==> src/rtl/reg_file_pkg.sv <==
// rtl/reg_file_pkg.sv - shared defaults and byte-lane merge helper for the register file scoreboard
package reg_file_pkg;

    localparam int DEF_DATA_W   = 32;
    localparam int DEF_ADDR_W   = 5;
    localparam int DEF_NUM_READ = 2;
    localparam int DEF_ZERO_REG = 1;
    localparam int DEF_BYPASS   = 1;

    // Widest data word the merge helper handles; callers zero-extend and truncate.
    localparam int MAX_DATA_W = 256;
    localparam int MAX_BE_W   = MAX_DATA_W / 8;

    // Replace the byte lanes of old_val selected by be with the matching lanes of new_val.
    function automatic logic [MAX_DATA_W-1:0] byte_merge(
        input logic [MAX_DATA_W-1:0] old_val,
        input logic [MAX_DATA_W-1:0] new_val,
        input logic [MAX_BE_W-1:0]   be
    );
        logic [MAX_DATA_W-1:0] res;
        res = old_val;
        for (int k = 0; k < MAX_BE_W; k++) begin
            if (be[k]) begin
                res[8*k +: 8] = new_val[8*k +: 8];
            end
        end
        return res;
    endfunction

endpackage

==> src/rtl/rf_read_port.sv <==
// rtl/rf_read_port.sv - one combinational read port with write bypass and busy lookup
module rf_read_port
    import reg_file_pkg::*;
#(
    parameter int DATA_W   = DEF_DATA_W,
    parameter int ADDR_W   = DEF_ADDR_W,
    parameter int ZERO_REG = DEF_ZERO_REG,
    parameter int BYPASS   = DEF_BYPASS,
    parameter int DEPTH    = 2**ADDR_W
)(
    input  logic                rst,
    input  logic [ADDR_W-1:0]   rd_addr,
    input  logic [DATA_W-1:0]   regs [DEPTH],
    input  logic [DEPTH-1:0]    busy_vec,
    input  logic                wr_en,
    input  logic [ADDR_W-1:0]   wr_addr,
    input  logic [DATA_W-1:0]   wr_data,
    input  logic [DATA_W/8-1:0] wr_be,
    output logic [DATA_W-1:0]   rd_data,
    output logic                rd_busy
);

    logic              is_zero;
    logic              bypass_hit;
    logic [DATA_W-1:0] stored;
    logic [DATA_W-1:0] merged;

    // Decode the addressed register and detect a same-cycle write to it.
    always_comb begin
        is_zero    = (ZERO_REG != 0) && (rd_addr == '0);
        stored     = regs[rd_addr];
        bypass_hit = (BYPASS != 0) && wr_en && !rst && !is_zero && (wr_addr == rd_addr);
        merged     = DATA_W'(byte_merge(MAX_DATA_W'(stored), MAX_DATA_W'(wr_data), MAX_BE_W'(wr_be)));
    end

    // Select forwarded, stored or zero data, and mask busy when the pending write lands now.
    always_comb begin
        rd_data = stored;
        rd_busy = busy_vec[rd_addr];
        if (rst || is_zero) begin
            rd_data = '0;
            rd_busy = 1'b0;
        end else if (bypass_hit) begin
            rd_data = merged;
            rd_busy = 1'b0;
        end
    end

endmodule

==> src/rtl/reg_file_scoreboard.sv <==
// rtl/reg_file_scoreboard.sv - byte-writable register file with pending-write scoreboard
module reg_file_scoreboard
    import reg_file_pkg::*;
#(
    parameter int DATA_W   = DEF_DATA_W,
    parameter int ADDR_W   = DEF_ADDR_W,
    parameter int NUM_READ = DEF_NUM_READ,
    parameter int ZERO_REG = DEF_ZERO_REG,
    parameter int BYPASS   = DEF_BYPASS
)(
    input  logic                       clk,
    input  logic                       rst,
    input  logic [NUM_READ*ADDR_W-1:0] rd_addr,
    output logic [NUM_READ*DATA_W-1:0] rd_data,
    output logic [NUM_READ-1:0]        rd_busy,
    input  logic                       wr_en,
    input  logic [ADDR_W-1:0]          wr_addr,
    input  logic [DATA_W-1:0]          wr_data,
    input  logic [DATA_W/8-1:0]        wr_be,
    input  logic                       iss_en,
    input  logic [ADDR_W-1:0]          iss_addr,
    output logic [2**ADDR_W-1:0]       busy_vec,
    output logic [ADDR_W:0]            pend_cnt
);

    localparam int DEPTH = 2**ADDR_W;

    logic [DATA_W-1:0] regs [DEPTH];
    logic [DEPTH-1:0]  busy;
    logic [DEPTH-1:0]  busy_next;
    logic [ADDR_W:0]   pend_next;
    logic [DATA_W-1:0] wr_merged;
    logic              wr_ok;

    // Writes to the hardwired zero register are dropped; others merge by byte lane.
    always_comb begin
        wr_ok     = wr_en && !((ZERO_REG != 0) && (wr_addr == '0));
        wr_merged = DATA_W'(byte_merge(MAX_DATA_W'(regs[wr_addr]), MAX_DATA_W'(wr_data), MAX_BE_W'(wr_be)));
    end

    // Register storage; reset clears every entry.
    always_ff @(posedge clk or posedge rst) begin
        if (rst) begin
            for (int r = 0; r < DEPTH; r++) begin
                regs[r] <= '0;
            end
        end else if (wr_ok) begin
            regs[wr_addr] <= wr_merged;
        end
    end

    // Next scoreboard: a write clears its bit, an issue sets it and wins a same-address tie.
    always_comb begin
        busy_next = busy;
        if (wr_en) begin
            busy_next[wr_addr] = 1'b0;
        end
        if (iss_en) begin
            busy_next[iss_addr] = 1'b1;
        end
        if (ZERO_REG != 0) begin
            busy_next[0] = 1'b0;
        end
    end

    // Popcount of the next scoreboard so pend_cnt can be registered alongside it.
    always_comb begin
        pend_next = '0;
        for (int r = 0; r < DEPTH; r++) begin
            pend_next = pend_next + {{ADDR_W{1'b0}}, busy_next[r]};
        end
    end

    // Scoreboard and pending count registers.
    always_ff @(posedge clk or posedge rst) begin
        if (rst) begin
            busy     <= '0;
            pend_cnt <= '0;
        end else begin
            busy     <= busy_next;
            pend_cnt <= pend_next;
        end
    end

    assign busy_vec = busy;

    for (genvar i = 0; i < NUM_READ; i++) begin : g_port
        rf_read_port #(
            .DATA_W   (DATA_W),
            .ADDR_W   (ADDR_W),
            .ZERO_REG (ZERO_REG),
            .BYPASS   (BYPASS)
        ) u_port (
            .rst      (rst),
            .rd_addr  (rd_addr[i*ADDR_W +: ADDR_W]),
            .regs     (regs),
            .busy_vec (busy),
            .wr_en    (wr_en),
            .wr_addr  (wr_addr),
            .wr_data  (wr_data),
            .wr_be    (wr_be),
            .rd_data  (rd_data[i*DATA_W +: DATA_W]),
            .rd_busy  (rd_busy[i])
        );
    end

endmodule

==> config.mk <==
export PLATFORM = sky130hd
export DESIGN_NAME = reg_file_scoreboard
export DESIGN_NICKNAME = d
export VERILOG_FILES = /design/src/rtl/reg_file_pkg.sv /design/src/rtl/rf_read_port.sv /design/src/rtl/reg_file_scoreboard.sv
export SDC_FILE = /design/constraint.sdc
export NUM_CORES = 2
export LEC_CHECK = 0
export ABC_AREA = 1
export CAP_MARGIN = 10
export CORE_MARGIN = 2
export CORE_UTILIZATION = 25
export CTS_BUF_LIST = sky130_fd_sc_hd__clkbuf_16
export CTS_CLUSTER_DIAMETER = 80
export DETAILED_ROUTE_END_ITERATION = 12
export GPL_TIMING_DRIVEN = 1
export SLEW_MARGIN = 20
export SYNTH_ARGS = -nofsm -noshare
export SYNTH_HDL_FRONTEND = slang
export SYNTH_SLANG_ARGS = --single-unit
==> constraint.sdc <==
create_clock -name clk -period 78.5 [get_ports clk]
set_input_delay 11.775 -clock clk [delete_from_list [all_inputs] [get_ports clk]]
set_output_delay 11.775 -clock clk [all_outputs]
set_load 0.05 [all_outputs]
After elaboration in Yosys (flattened, before gate mapping). Index checks and enable logic that the tools add are counted.

Bits in registers: 1061. Memory bits (writable): 0. Memories kept: 0. Memory bits (read-only): 0. Word-level logic and storage cells: 142. Latch bits: 0. Output and inout port bits: 104. Input bits: 60.

Eq/ne operators: 2. Shift operators: 0. Multiply operators: 0. Divide/modulo/power cells: 0. Muxes and demuxes: 42. Bitwise operators: 6. Add/subtract/negate cells: 30. Reductions and logical operators: 18. $lt $le $gt $ge: 10.

Operators with widths (number): bitwise mux 1024 bit (1); binary-select mux 32 bit (select 5 bit) (3); 2-to-1 mux 32 bit (13); demux 32 bit (select 5 bit) (1); adder 6 x 1 -> 6 bit (25); 2-to-1 mux 8 bit (12); AND 32 bit (1); NOT 32 bit (1); bitwise OR 32 bit (1); less-than comparator 5 x 6 -> 1 bit (second input constant) (4); >= comparator 6 bit (second input constant) (3); NOT 5 -> 6 bit (3); logical NOT 5 bit (3); binary-select mux 1 bit (select 5 bit) (2); demux 1 bit (select 5 bit) (2); == test 5 bit (2); >= comparator 5 x 1 -> 1 bit (second input constant) (2); logical AND 1 bit (9); 2-to-1 mux 1 bit (8); adder 5 x 1 -> 6 bit (1); less-than comparator 6 x 1 -> 1 bit (second input constant) (1); adder 4 x 1 -> 5 bit (1); adder 3 x 1 -> 4 bit (1); logical NOT 1 bit (4); 3 further kinds (4).

Longest topological paths before layout.
Word-level depth: 39. Gate-level depth with buffers: 26. Mapped depth without buffers: 22.

Modules after synthesis. From an unflattened synthesis, not the netlist that was laid out.

Cell total of the unflattened synthesis: 13924. Area, all modules: 79854.1 um^2.

Modules (own cells, without submodules): reg_file_scoreboard (cells each 7650, instances 1, area each 53618.9 um^2, sequential area each 26550.5 um^2); rf_read_port (cells each 3137, instances 2, area each 13117.6 um^2, sequential area each 0.0 um^2).

Least setup slack after synthesis. Ideal clock, no wire load.

Kind: input port to output port. Start: input port rst. End: output port rd_data[32]. Buffers on the path: 1. Path slack: 29099 ps. Arrival time: 37626 ps. Required time: 66725 ps. Stages on the path: 4. Path through: inv_1 > nand2_1 > clkbuf_1 > a21oi_1.

Cells in the longest elaborated chain, start to end: 6. Elaborated cells between the ends (all ways): 7. Those cells by class: 2 x mux; 5 x reduce/logical.

Ends and longest elaborated chain: start, declared (RTL line reg_file_scoreboard.sv:12) `input logic rst,`; logical NOT 1 bit (RTL line rf_read_port.sv:32) `bypass_hit = (BYPASS != 0) && wr_en && !rst && !is_zero && (wr_addr == rd_addr);`; logical AND 1 bit (3 in a row) (RTL line rf_read_port.sv:32); 2-to-1 mux 32 bit (RTL line rf_read_port.sv:43) `end else if (bypass_hit) begin`; 2-to-1 mux 32 bit (*) (RTL line rf_read_port.sv:40) `if (rst || is_zero) begin`; end, declared (RTL line reg_file_scoreboard.sv:14) `output logic [NUM_READ*DATA_W-1:0] rd_data,`.

Every way passes the cells marked *; elsewhere a longest branch is shown, timed or not.

Worst setup path after layout.
Start: input port rd_addr[6]. End: output port rd_data[62].

Cells in the longest elaborated chain, start to end: 7. Elaborated cells between the ends (all ways): 13. Those cells by class: 1 x eq/ne; 6 x mux; 1 x bitwise; 5 x reduce/logical.

Ends and longest elaborated chain: start, declared (RTL line reg_file_scoreboard.sv:13) `input logic [NUM_READ*ADDR_W-1:0] rd_addr,`; NOT 5 -> 6 bit (implied by the code) (RTL line rf_read_port.sv:31) `stored = regs[rd_addr];`; binary-select mux 32 bit (select 5 bit) (RTL line rf_read_port.sv:31); 2-to-1 mux 32 bit (implied by the code) (2 in a row) (RTL line rf_read_port.sv:31); 2-to-1 mux 8 bit (RTL line reg_file_pkg.sv:23) `if (be[k]) begin`; 2-to-1 mux 32 bit (RTL line rf_read_port.sv:43); 2-to-1 mux 32 bit (*) (RTL line rf_read_port.sv:40).

Every way passes the cells marked *; elsewhere a longest branch is shown, timed or not. The select of a mux whose other input is x is not followed.

==> results.cfg <==
[status]
status = finished clean

[place]
pre_cts_ws_ns = 49.45
hpwl_um = 211000
gp_congestion = 0.908
portBuffers = 162

[detailed_routing]
drtPass1Iterations = 11
drt_iter0_markers = 13300
viasPerCell = 5.27
vias = 86900
ant_nets = 0
drc = 0
drt_wl_total_um = 390000
wire_per_inst_um = 23.7

[hold_path]
hold_path.class = reg2reg

[power_and_ir_drop]
p_leak_nw = 43.7
max-vdd-ir-drop_v = 0.000121
power.density_nw_per_um2 = 22.9

[logic_synthesis]
synth_seq_cells = 1061
synth_nets = 13000
synth_edf_count = 0
yosysSeqAreaShare_pct = 35.2
synth-main-ff-cell = dfrtp_1
syn-cell-area_um2 = 75400
synthArstFlopShare_pct = 100
synthCells = 12900
ys_warn_count = 0
synth.avg_cell_area_um2 = 5.85
yosysUniqueCellTypes = 37

[sta]
grt_setup_unrepaired = false
hold_viol = 0
finalWorstSetupSlack_ns = 49.03
worst_slew_pin_slew_ns = 1.31
drv_slew = 0
clock.fmax_ghz = 0.0339
period_needed_ns = 29.47
maxSlewHeadroom_pct = 12.2
finalSetupTns_ns = 0
finalClockSkew_ns = 0.0331
period_share_pct = 37.5
finalSetupViolations = 0

[clock_tree]
worstSkewPairLatency_ns = 0.81
post_cts_buffers = 0
cts.htree.levels = 4
clk_pin_slew_worst_paths_ns = 0.06
clk_path_buf_depth = 3
cts-resized-gates = 0
clkSinkCount = 1061
cts_tree = built
cts_hold_buf = 0
root_buffer = clkbuf_16
cts_inserted_buffers = 132

[die]
die_x_um = 553
rows = 201
core-area_um2 = 300000
die_height_um = 553
start_util_pct = 25.1
num_io_pins = 164
dieArea_um2 = 306000

[layout]
area_growth_pct = 11.2
drive_above_1_share_pct = 3.95
nets = 12500
fill_cells = 33500

[flow_run]
drv_cap = 0

[setup_path]
crit_path_start_kind = primary input
cp_max_fo = 60
worstPathRequired_ns = 66.73
cp-end-kind = output pin
arrival_ns = 17.70
worst-setup-path-type = in2out

[grt]
grt_max_degree = 194
antenna_found_initial = 23
grt_pass1_wl_um = 559000
first_global_vias = 77900
grt_usage_pct = 24.6
grt_overflow = 0
-- per-layer routing --
layer / share of wire [%] / vias to the layer above / GRT usage, %
li1: - / 38600 / -
met1: 38 / 40100 / 32.0
met5: 0.057 / - / 0
met3: 16 / 1528 / 8.73
met4: 7.0 / 24 / 15.4
met2: 40 / 6630 / 34.3
-- cell usage in the layout, fill, tap and decap left out, drive strengths merged --
cell type | netlist | routed
o21bai | 2 | 2
bufinv | 0 | 7
conb | 1 | 1
fa | 23 | 23
diode | 0 | 26
o221ai | 1 | 1
o2111ai | 1 | 1
and3 | 1 | 1
a21oi | 176 | 176
nand2 | 7128 | 7128
nand3 | 1535 | 1535
o22ai | 27 | 27
inv | 1058 | 1093
clkinvlp | 0 | 4
clkdlybuf4s50 | 0 | 150
clkbuf | 566 | 141
nand3b | 2 | 2
dfrtp | 1061 | 1061
ha | 7 | 7
o211ai | 54 | 54
nor4 | 1 | 1
clkinv | 3 | 49
nor2 | 130 | 130
o21ai | 637 | 637
nand4 | 36 | 36
a21boi | 1 | 1
and2 | 1 | 1
xor2 | 5 | 5
or2 | 1 | 1
xnor2 | 1 | 1
buf | 400 | 201
nor3 | 21 | 21
-- kinds of logic after synthesis --
family	share of synthesized area, %
DFF	35.2
buffers and inverters	10.8
and+or+nand+nor	47.0
adders and majority gates	0.727
other	0.00497
AOI/OAI and AO/OA	6.21
xor gates and xnor gates	0.0697
-- layout make-up --
type	instances	area [µm²]	share of cell area, %
clock buffers	139	3480	4.15
flip-flops and latches	1061	26600	31.7
diodes	26	65.1	0.0776
inverters	1061	4060	4.84
well taps	3958	4950	5.90
repair buffers	353	3180	3.79
clock inverters	92	588	0.701
multi-input cells	9792	41000	48.9
-- synth_stat cells (6+ instances only) --
| master | number | share of area [%] |
|---|---|---|
| a21oi_1 | 176 | 1.2 |
| buf_1 | 106 | 0.53 |
| buf_2 | 240 | 1.6 |
| buf_4 | 48 | 0.48 |
| buf_6 | 6 | 0.090 |
| clkbuf_1 | 566 | 2.8 |
| dfrtp_1 | 1061 | 35 |
| fa_1 | 23 | 0.61 |
| ha_1 | 7 | 0.12 |
| inv_1 | 1021 | 5.1 |
| inv_2 | 37 | 0.18 |
| nand2_1 | 7127 | 35 |
| nand3_1 | 1533 | 10 |
| nand4_1 | 36 | 0.30 |
| nor2_1 | 106 | 0.53 |
| nor2_2 | 24 | 0.20 |
| nor3_1 | 12 | 0.080 |
| nor3_2 | 8 | 0.11 |
| o211ai_1 | 54 | 0.54 |
| o21ai_0 | 637 | 4.2 |
| o22ai_1 | 27 | 0.22 |
-- flip-flops by register name, indices dropped and copies added (netlist names) --
signal	cells
regs	1024
busy_vec	31
pend_cnt	6
-- worst max-delay path, stage by stage --
cell             delay [ns]
buf_8                  0.22
inv_8                  0.53
nand2_1                0.83
inv_6                  0.97
buf_4                  0.85
nand2_1                0.13
nand3_1                0.15
nand3_1                0.08
nand3_1                0.10
nand3_1                0.10
a21oi_1                0.67
clkdlybuf4s50_1        0.94
-- where the power goes --
group          internal, mW  switching [mW]  total, mW
registers             0.625          0.0642      0.690
clock network         0.340           0.267      0.607
logic                 0.206           0.418      0.623
-- worst paths after layout --
path | from | endpoint | slack [ns] | cells past startpoint
worst max register to register | busy_vec[20] | pend_cnt[4] | 73.28 | 17
worst max-delay path | rd_addr[6] | rd_data[62] | 49.03 | 12
worst min-delay path | regs[1019] | regs[1019] | 0.37 | 0
max in group asynchronous | rst | regs[537] | 63.39 | 6
worst min register to register | regs[1019] | regs[1019] | 0.37 | 0
min in group asynchronous | rst | regs[484] | 11.44 | 2
-- through the flow --
stage	cells	power, mW	utilization [%]	hold WS, ns	instance area (µm²)
6_report	16500	1.92	28.0	0.374	83900
5_1_grt	16500	2.03	27.9	0.381	83800
4_1_cts	16500	1.91	27.9	0.378	83800
3_5_place_dp	16200	1.31	26.6	0.366	79700
3_3_place_gp	16200	1.30	26.6	0.365	79700
2_1_floorplan	12900	1.13	-	0.429	75400
No activity file was read; power rests on OpenSTA's default activity.
